===== src/rtl/gpio_debounce.sv =====
// Per-pin input conditioner: a 2-flop synchroniser followed by a stability filter with programmable threshold.
// Optional registered rise/fall pulses are built only when GPIO_DEBOUNCE_EDGE_EN is defined.
module gpio_debounce #(
    parameter int NUM_PINS = 6,
    parameter int CNT_W    = 16
) (
    input  logic                clk,
    input  logic                rst,
    input  logic [NUM_PINS-1:0] pad_in,
    input  logic [CNT_W-1:0]    db_threshold,
    input  logic [NUM_PINS-1:0] db_bypass,
    output logic [NUM_PINS-1:0] pin_out,
    output logic [NUM_PINS-1:0] pin_rise,
    output logic [NUM_PINS-1:0] pin_fall
);

    logic [CNT_W-1:0] thr_eff;
    logic [CNT_W-1:0] thr_last;

    // A zero threshold behaves as one so that filtering never blocks acceptance.
    assign thr_eff  = (db_threshold == '0) ? CNT_W'(1) : db_threshold;
    assign thr_last = thr_eff - CNT_W'(1);

    genvar gi;
    generate
        for (gi = 0; gi < NUM_PINS; gi++) begin : g_pin
            logic             sync1_reg;
            logic             sync2_reg;
            logic             stable_reg;
            logic             stable_next;
            logic [CNT_W-1:0] cnt_reg;
            logic [CNT_W-1:0] cnt_next;

            always_comb begin
                stable_next = stable_reg;
                cnt_next    = '0;
                if (db_bypass[gi]) begin
                    stable_next = sync2_reg;
                end else if (sync2_reg != stable_reg) begin
                    // ">=" lets a lowered threshold release a long pending level immediately.
                    if (cnt_reg >= thr_last) begin
                        stable_next = sync2_reg;
                    end else begin
                        cnt_next = cnt_reg + CNT_W'(1);
                    end
                end
            end

            always_ff @(posedge clk) begin
                if (rst) begin
                    sync1_reg  <= 1'b0;
                    sync2_reg  <= 1'b0;
                    stable_reg <= 1'b0;
                    cnt_reg    <= '0;
                end else begin
                    sync1_reg  <= pad_in[gi];
                    sync2_reg  <= sync1_reg;
                    stable_reg <= stable_next;
                    cnt_reg    <= cnt_next;
                end
            end

            assign pin_out[gi] = stable_reg;

`ifdef GPIO_DEBOUNCE_EDGE_EN
            logic prev_reg;
            logic rise_reg;
            logic fall_reg;

            // Pulses appear the cycle after pin_out changes.
            always_ff @(posedge clk) begin
                if (rst) begin
                    prev_reg <= 1'b0;
                    rise_reg <= 1'b0;
                    fall_reg <= 1'b0;
                end else begin
                    prev_reg <= stable_reg;
                    rise_reg <= stable_reg & ~prev_reg;
                    fall_reg <= ~stable_reg & prev_reg;
                end
            end

            assign pin_rise[gi] = rise_reg;
            assign pin_fall[gi] = fall_reg;
`else
            assign pin_rise[gi] = 1'b0;
            assign pin_fall[gi] = 1'b0;
`endif
        end
    endgenerate

endmodule


===== config.mk =====
export PLATFORM = sky130hd
export DESIGN_NAME = gpio_debounce
export DESIGN_NICKNAME = d
export VERILOG_FILES = /design/src/rtl/gpio_debounce.sv
export SDC_FILE = /design/constraint.sdc
export NUM_CORES = 1
export LEC_CHECK = 0
export BUFFER_PORTS_ARGS = -buffer_cell sky130_fd_sc_hd__buf_2
export CAP_MARGIN = 30
export CELL_PAD_IN_SITES_DETAIL_PLACEMENT = 1
export CELL_PAD_IN_SITES_GLOBAL_PLACEMENT = 2
export CORE_MARGIN = 2
export CORE_UTILIZATION = 41
export DETAILED_ROUTE_END_ITERATION = 6
export PLACE_DENSITY = 0.91
export SLEW_MARGIN = 15
export SYNTH_ARGS = -nofsm -noshare
export SYNTH_HDL_FRONTEND = slang
export SYNTH_SLANG_ARGS = --single-unit
export TNS_END_PERCENT = 100

===== constraint.sdc =====
create_clock -name clk -period 15.34 [get_ports clk]
set_input_delay 3.068 -clock clk [delete_from_list [all_inputs] [get_ports clk]]
set_output_delay 3.068 -clock clk [all_outputs]
set_load 0.05 [all_outputs]

==> Word level (Yosys, flattened, before mapping) <==
Cells that the tools add are included.
{ "op_classes": {"n_bitwise": 6, "mux": 19, "reduce_logical": 25, "addsub": 7, "n_eq_ne": 6, "n_lt_le_gt_ge": 6} }
{ "op_table": {"columns": ["cell", "n"], "rows": [
  ["16-bit by 1-bit adder with 16-bit output, second input constant", 6],
  ["16-bit >= comparator", 6],
  ["2-bit nonzero test", 12],
  ["4-bit OR reduction", 6],
  ["1-bit two-way mux", 18],
  ["16-bit zero test", 1],
  ["16-bit two-way mux", 1],
  ["16-bit by 1-bit subtractor with 16-bit output, second input constant", 1],
  ["2-bit AND reduction", 6],
  ["1-bit != test", 6],
  ["1-bit NOT", 6]
]} }
{ "totals": {"output_inout_bits": 18, "regBits": 114, "input_bits": 30, "word_cells": 93} }

==> Depth between registers and ports, before layout <==
{ "depth": {"ltp_word": 7, "mapped_depth": 17, "ltp_nobuf": 15} }

==> Worst setup path after synthesis <==
Ideal clock, no wire load.
{ "synth_timing": {"kind": "in2reg", "startpoint": "input port db_threshold[0]", "endpoint": "register g_pin[2].cnt_reg[10]", "path_slack_ns": 8.352, "arrival_time_ns": 6.924, "setup_ns": 0.064, "n_path_buf": 2, "stages": 16, "required_ns": 15.276, "path_cell_list": "or4_2 > nor3_1 > and2_2 > nor2_1 > ha_1 > nor3b_1 > nand2_1 > xor2_1 > ha_1 > and3_1 > a221oi_1 > o22ai_1 > or4b_1 > buf_2 > buf_4 > nor2_1"} }
{ "synth_between": {"elab_chain_len": 5} }
{ "synth_lines": {"columns": ["element", "line_no", "source"], "rows": [
  ["start: declaration", "10", "input logic [CNT_W-1:0] db_threshold,"],
  ["16-bit zero test", "21", "assign thr_eff = (db_threshold == '0) ? CNT_W'(1) : db_threshold;"],
  ["16-bit two-way mux *", "21", null],
  ["16-bit by 1-bit subtractor with 16-bit output *", "22", "assign thr_last = thr_eff - CNT_W'(1);"],
  ["16-bit >= comparator *", "41", "if (cnt_reg >= thr_last) begin"],
  ["4-bit OR reduction (no source line) *", null, null],
  ["end signal: assignment", "59", "cnt_reg <= cnt_next;"],
  ["end: declaration", "31", "logic [CNT_W-1:0] cnt_reg;"]
]} }
Every way passes the cells marked *; elsewhere a longest branch is shown, timed or not.
A chain may end at the register's enable or synchronous reset.

==> Final worst setup path <==
{ "layout_timing": {"startpoint": "input port db_threshold[9]", "endpoint": "register g_pin[2].cnt_reg[7]"} }
Same word-level chain as after synthesis.

==> results.toml <==
[outcome]
outcome = "completed"

[die]
num_io_pins = 48
die_h_microns = 134
initial_utilization = 0.420
rows = 47
core-area_sq_mm = 0.0166
die_w_microns = 134
dieArea_sq_mm = 0.0180

[sta]
max-slew-margin-rel = 0.325
setup_tns_ns = 0
tightestPinTransition_ns = 1.01
min_period_over_period = 0.525
min_period_ns = 8.05
rsz0062_at_grt = "no"
finClkSkew_ns = 0.00430
fmax_ghz = 0.124
slew_viol_final = 0
hold_violations = 0
final-setup-viol-count = 0

[drt]
via_per_inst = 5.45
wirelength_microns = 19700
ant_nets = 0
num_vias = 5851
drc_errors = 0
first_pass_iters = 4
first_iter_violations = 215
wl_per_cell_microns = 18.4

[yosys]
async_flop_share = 0
synth_cell_types = 56
synth_cells = 796
yosys_warnings = 0
synth_area_sq_mm = 0.00696
synth_edf_count = 0
seq_area_frac_synth = 0.328
synthFlopType = "dfxtp_1"
ys_ff_latch = 114
syn_area_per_cell_sq_um = 8.74

[power_and_ir_drop]
ir_drop_v = 0.0000753
pwr-share-comb = 0.078
power_density_mw_per_mm2 = 94.3
clkPwrFrac = 0.519
internal_power_w = 0.000562
switching_share = 0.246
p_switching_w = 0.000183
p_leak_nw = 3.12
pwr-share-seq = 0.403

[place]
placed_area_sq_mm = 0.00731
gp_congestion = 0.817
post-dp-hpwl_microns = 14400
portBuffers = 35

[global_routing]
grt_pass1_wl_microns = 32800
antenna_found_initial = 0
overflow = 0
grt_max_degree = 21
track_usage = 0.234
grt_pass1_vias = 6356

[clock_network]
cts_buffers = 17
ctsResizeCount = 0
cts_root_buf = "clkbuf_16"
htreeDepth = 4
clock_latency_ns = 0.42
hold_buffers = 0
postCtsSetupBuffers = 0
tritoncts = "built"
clock-sinks = 114
clk_pin_slew_worst_paths_ns = 0.05
clk_path_buf_depth = 2

[worst_setup_path]
crit_type = "input port to register"
worstPathArrival_ns = 8.33
critPathRequiredTime_ns = 15.62
critPathLaunchType = "input port"
cp_max_fo = 16
critPathBufInv = 2
end_kind = "register"
cp_slowest_cell = "a2111oi_1"
cp_slowest_stage_delay_ns = 0.66
cpLargestDelayFamily = "simple AND/OR/NAND/NOR gates"
path_cells = "buf_2 -> nor4_1 -> nor4b_1 -> and2_2 -> nor2_1 -> ha_1 -> nor3b_1 -> nand2_1 -> nor4_1 -> xnor2_1 -> buf_4 -> ha_1 -> nand4_1 -> or3_1 -> a2111oi_1 -> or4b_1 -> nor2_1"

[layout]
largest_reg_flops = 96
area_delta_synth_final_pct = 13.5
seq_area_sq_mm = 0.00228
final_common_cell = "nor2_1"
layout-drive-gt1-share = 0.0985
stdcell_area_sq_mm = 0.00790
multiInputGateArea_sq_mm = 0.00443
fin_util = 0.476
layout_common_cells = "nor2_1, dfxtp_1, ha_1"
fill_cells = 1996
nets = 974

[flow_run]
maxCapViolations = 0

[worst_hold_path]
hp-class = "register to register"
-- synth_stat cells, types with 3 or more instances --
cell         n  share of area
nand2_1     49          0.026
nand2b_1     7         0.0063
inv_1       22          0.012
nand3_1     48          0.035
nand3b_1     3         0.0032
nor3_1      10         0.0072
buf_4       19          0.021
nor4_1       6         0.0054
a2111oi_0    6         0.0076
o31ai_1      5         0.0054
and3_1      14          0.013
nand4_1     34          0.031
a21o_1       3         0.0032
nor2_1     135          0.073
o211ai_1     6         0.0065
clkbuf_1     7         0.0038
o21ai_0     12         0.0086
xor2_1      55          0.069
a31oi_1      3         0.0027
xnor2_1     45          0.057
nor3b_1      3         0.0032
or4_1        3         0.0032
nor2b_1     14          0.013
mux2i_1      4         0.0058
dfxtp_1    114           0.33
ha_1       103           0.19
or3_1        3         0.0027
a21oi_1     23          0.017
and4_1       6         0.0076
-- power groups by stage --
stage	registers [W]	clock network (W)	logic, W
after global placement	0.000306	0	0.0000526
after floorplan	0.000306	0	0.0000378
after detailed placement	0.000307	0	0.0000560
after global routing	0.000300	0.000406	0.0000640
final	0.000300	0.000386	0.0000580
after CTS	0.000300	0.000394	0.0000576
-- layout make-up --
| type | count | area share |
|---|---|---|
| clock inverter | 11 | 0.0143 |
| sequential | 114 | 0.289 |
| multi-input combinational | 640 | 0.561 |
| antenna | 1 | 0.000317 |
| timing repair buffer | 45 | 0.0317 |
| tap | 220 | 0.0349 |
| inverter | 23 | 0.0109 |
| clock buffer | 20 | 0.0578 |
-- per-stage QoR --
stage / instances / setup WS, ns / power [W] / hold WS [ns]
4_1_cts: 1071 / 7.25 / 0.000752 / 0.446
2_1_floorplan: 807 / 8.35 / 0.000344 / 0.414
3_3_place_gp: 1037 / 7.09 / 0.000359 / 0.424
3_5_place_dp: 1040 / 6.88 / 0.000363 / 0.433
5_1_grt: 1073 / 6.87 / 0.000770 / 0.453
6_report: 1074 / 7.29 / 0.000744 / 0.439
-- worst paths after layout --
kind / from / depth (start not counted) / to / slack [ns]
worst max-delay path: db_threshold[9] / 17 / g_pin[2].cnt_reg[7] / 7.29
worst min-delay path: g_pin[1].sync1_reg / 1 / g_pin[1].sync2_reg / 0.44
worst max register to register: g_pin[2].cnt_reg[0] / 7 / g_pin[2].cnt_reg[7] / 12.53
worst min register to register: g_pin[1].sync1_reg / 1 / g_pin[1].sync2_reg / 0.44
-- per-layer routing --
metal / wire length [microns] / vias to the layer above / share of wire / track usage
met5: 0 / - / 0 / 0
met4: 433 / 0 / 0.022 / 0.0977
met3: 727 / 36 / 0.037 / 0.0442
met2: 10100 / 96 / 0.51 / 0.421
met1: 8500 / 2854 / 0.43 / 0.271
li1: - / 2865 / - / -
-- logic make-up (layout without fill, tap and decap cells) --
kind of cell	Yosys count	count (layout)	synth area share
adders and majority gates	103	103	0.185
and+or+nand+nor	345	345	0.241
xor gates and xnor gates	100	100	0.126
AOI/OAI and AO/OA	76	76	0.0725
DFF	114	114	0.328
muxes	4	4	0.00575
buffers and inverters	53	99	0.0414
other	1	13	0.000539
No activity file was read; power rests on OpenSTA's default activity.
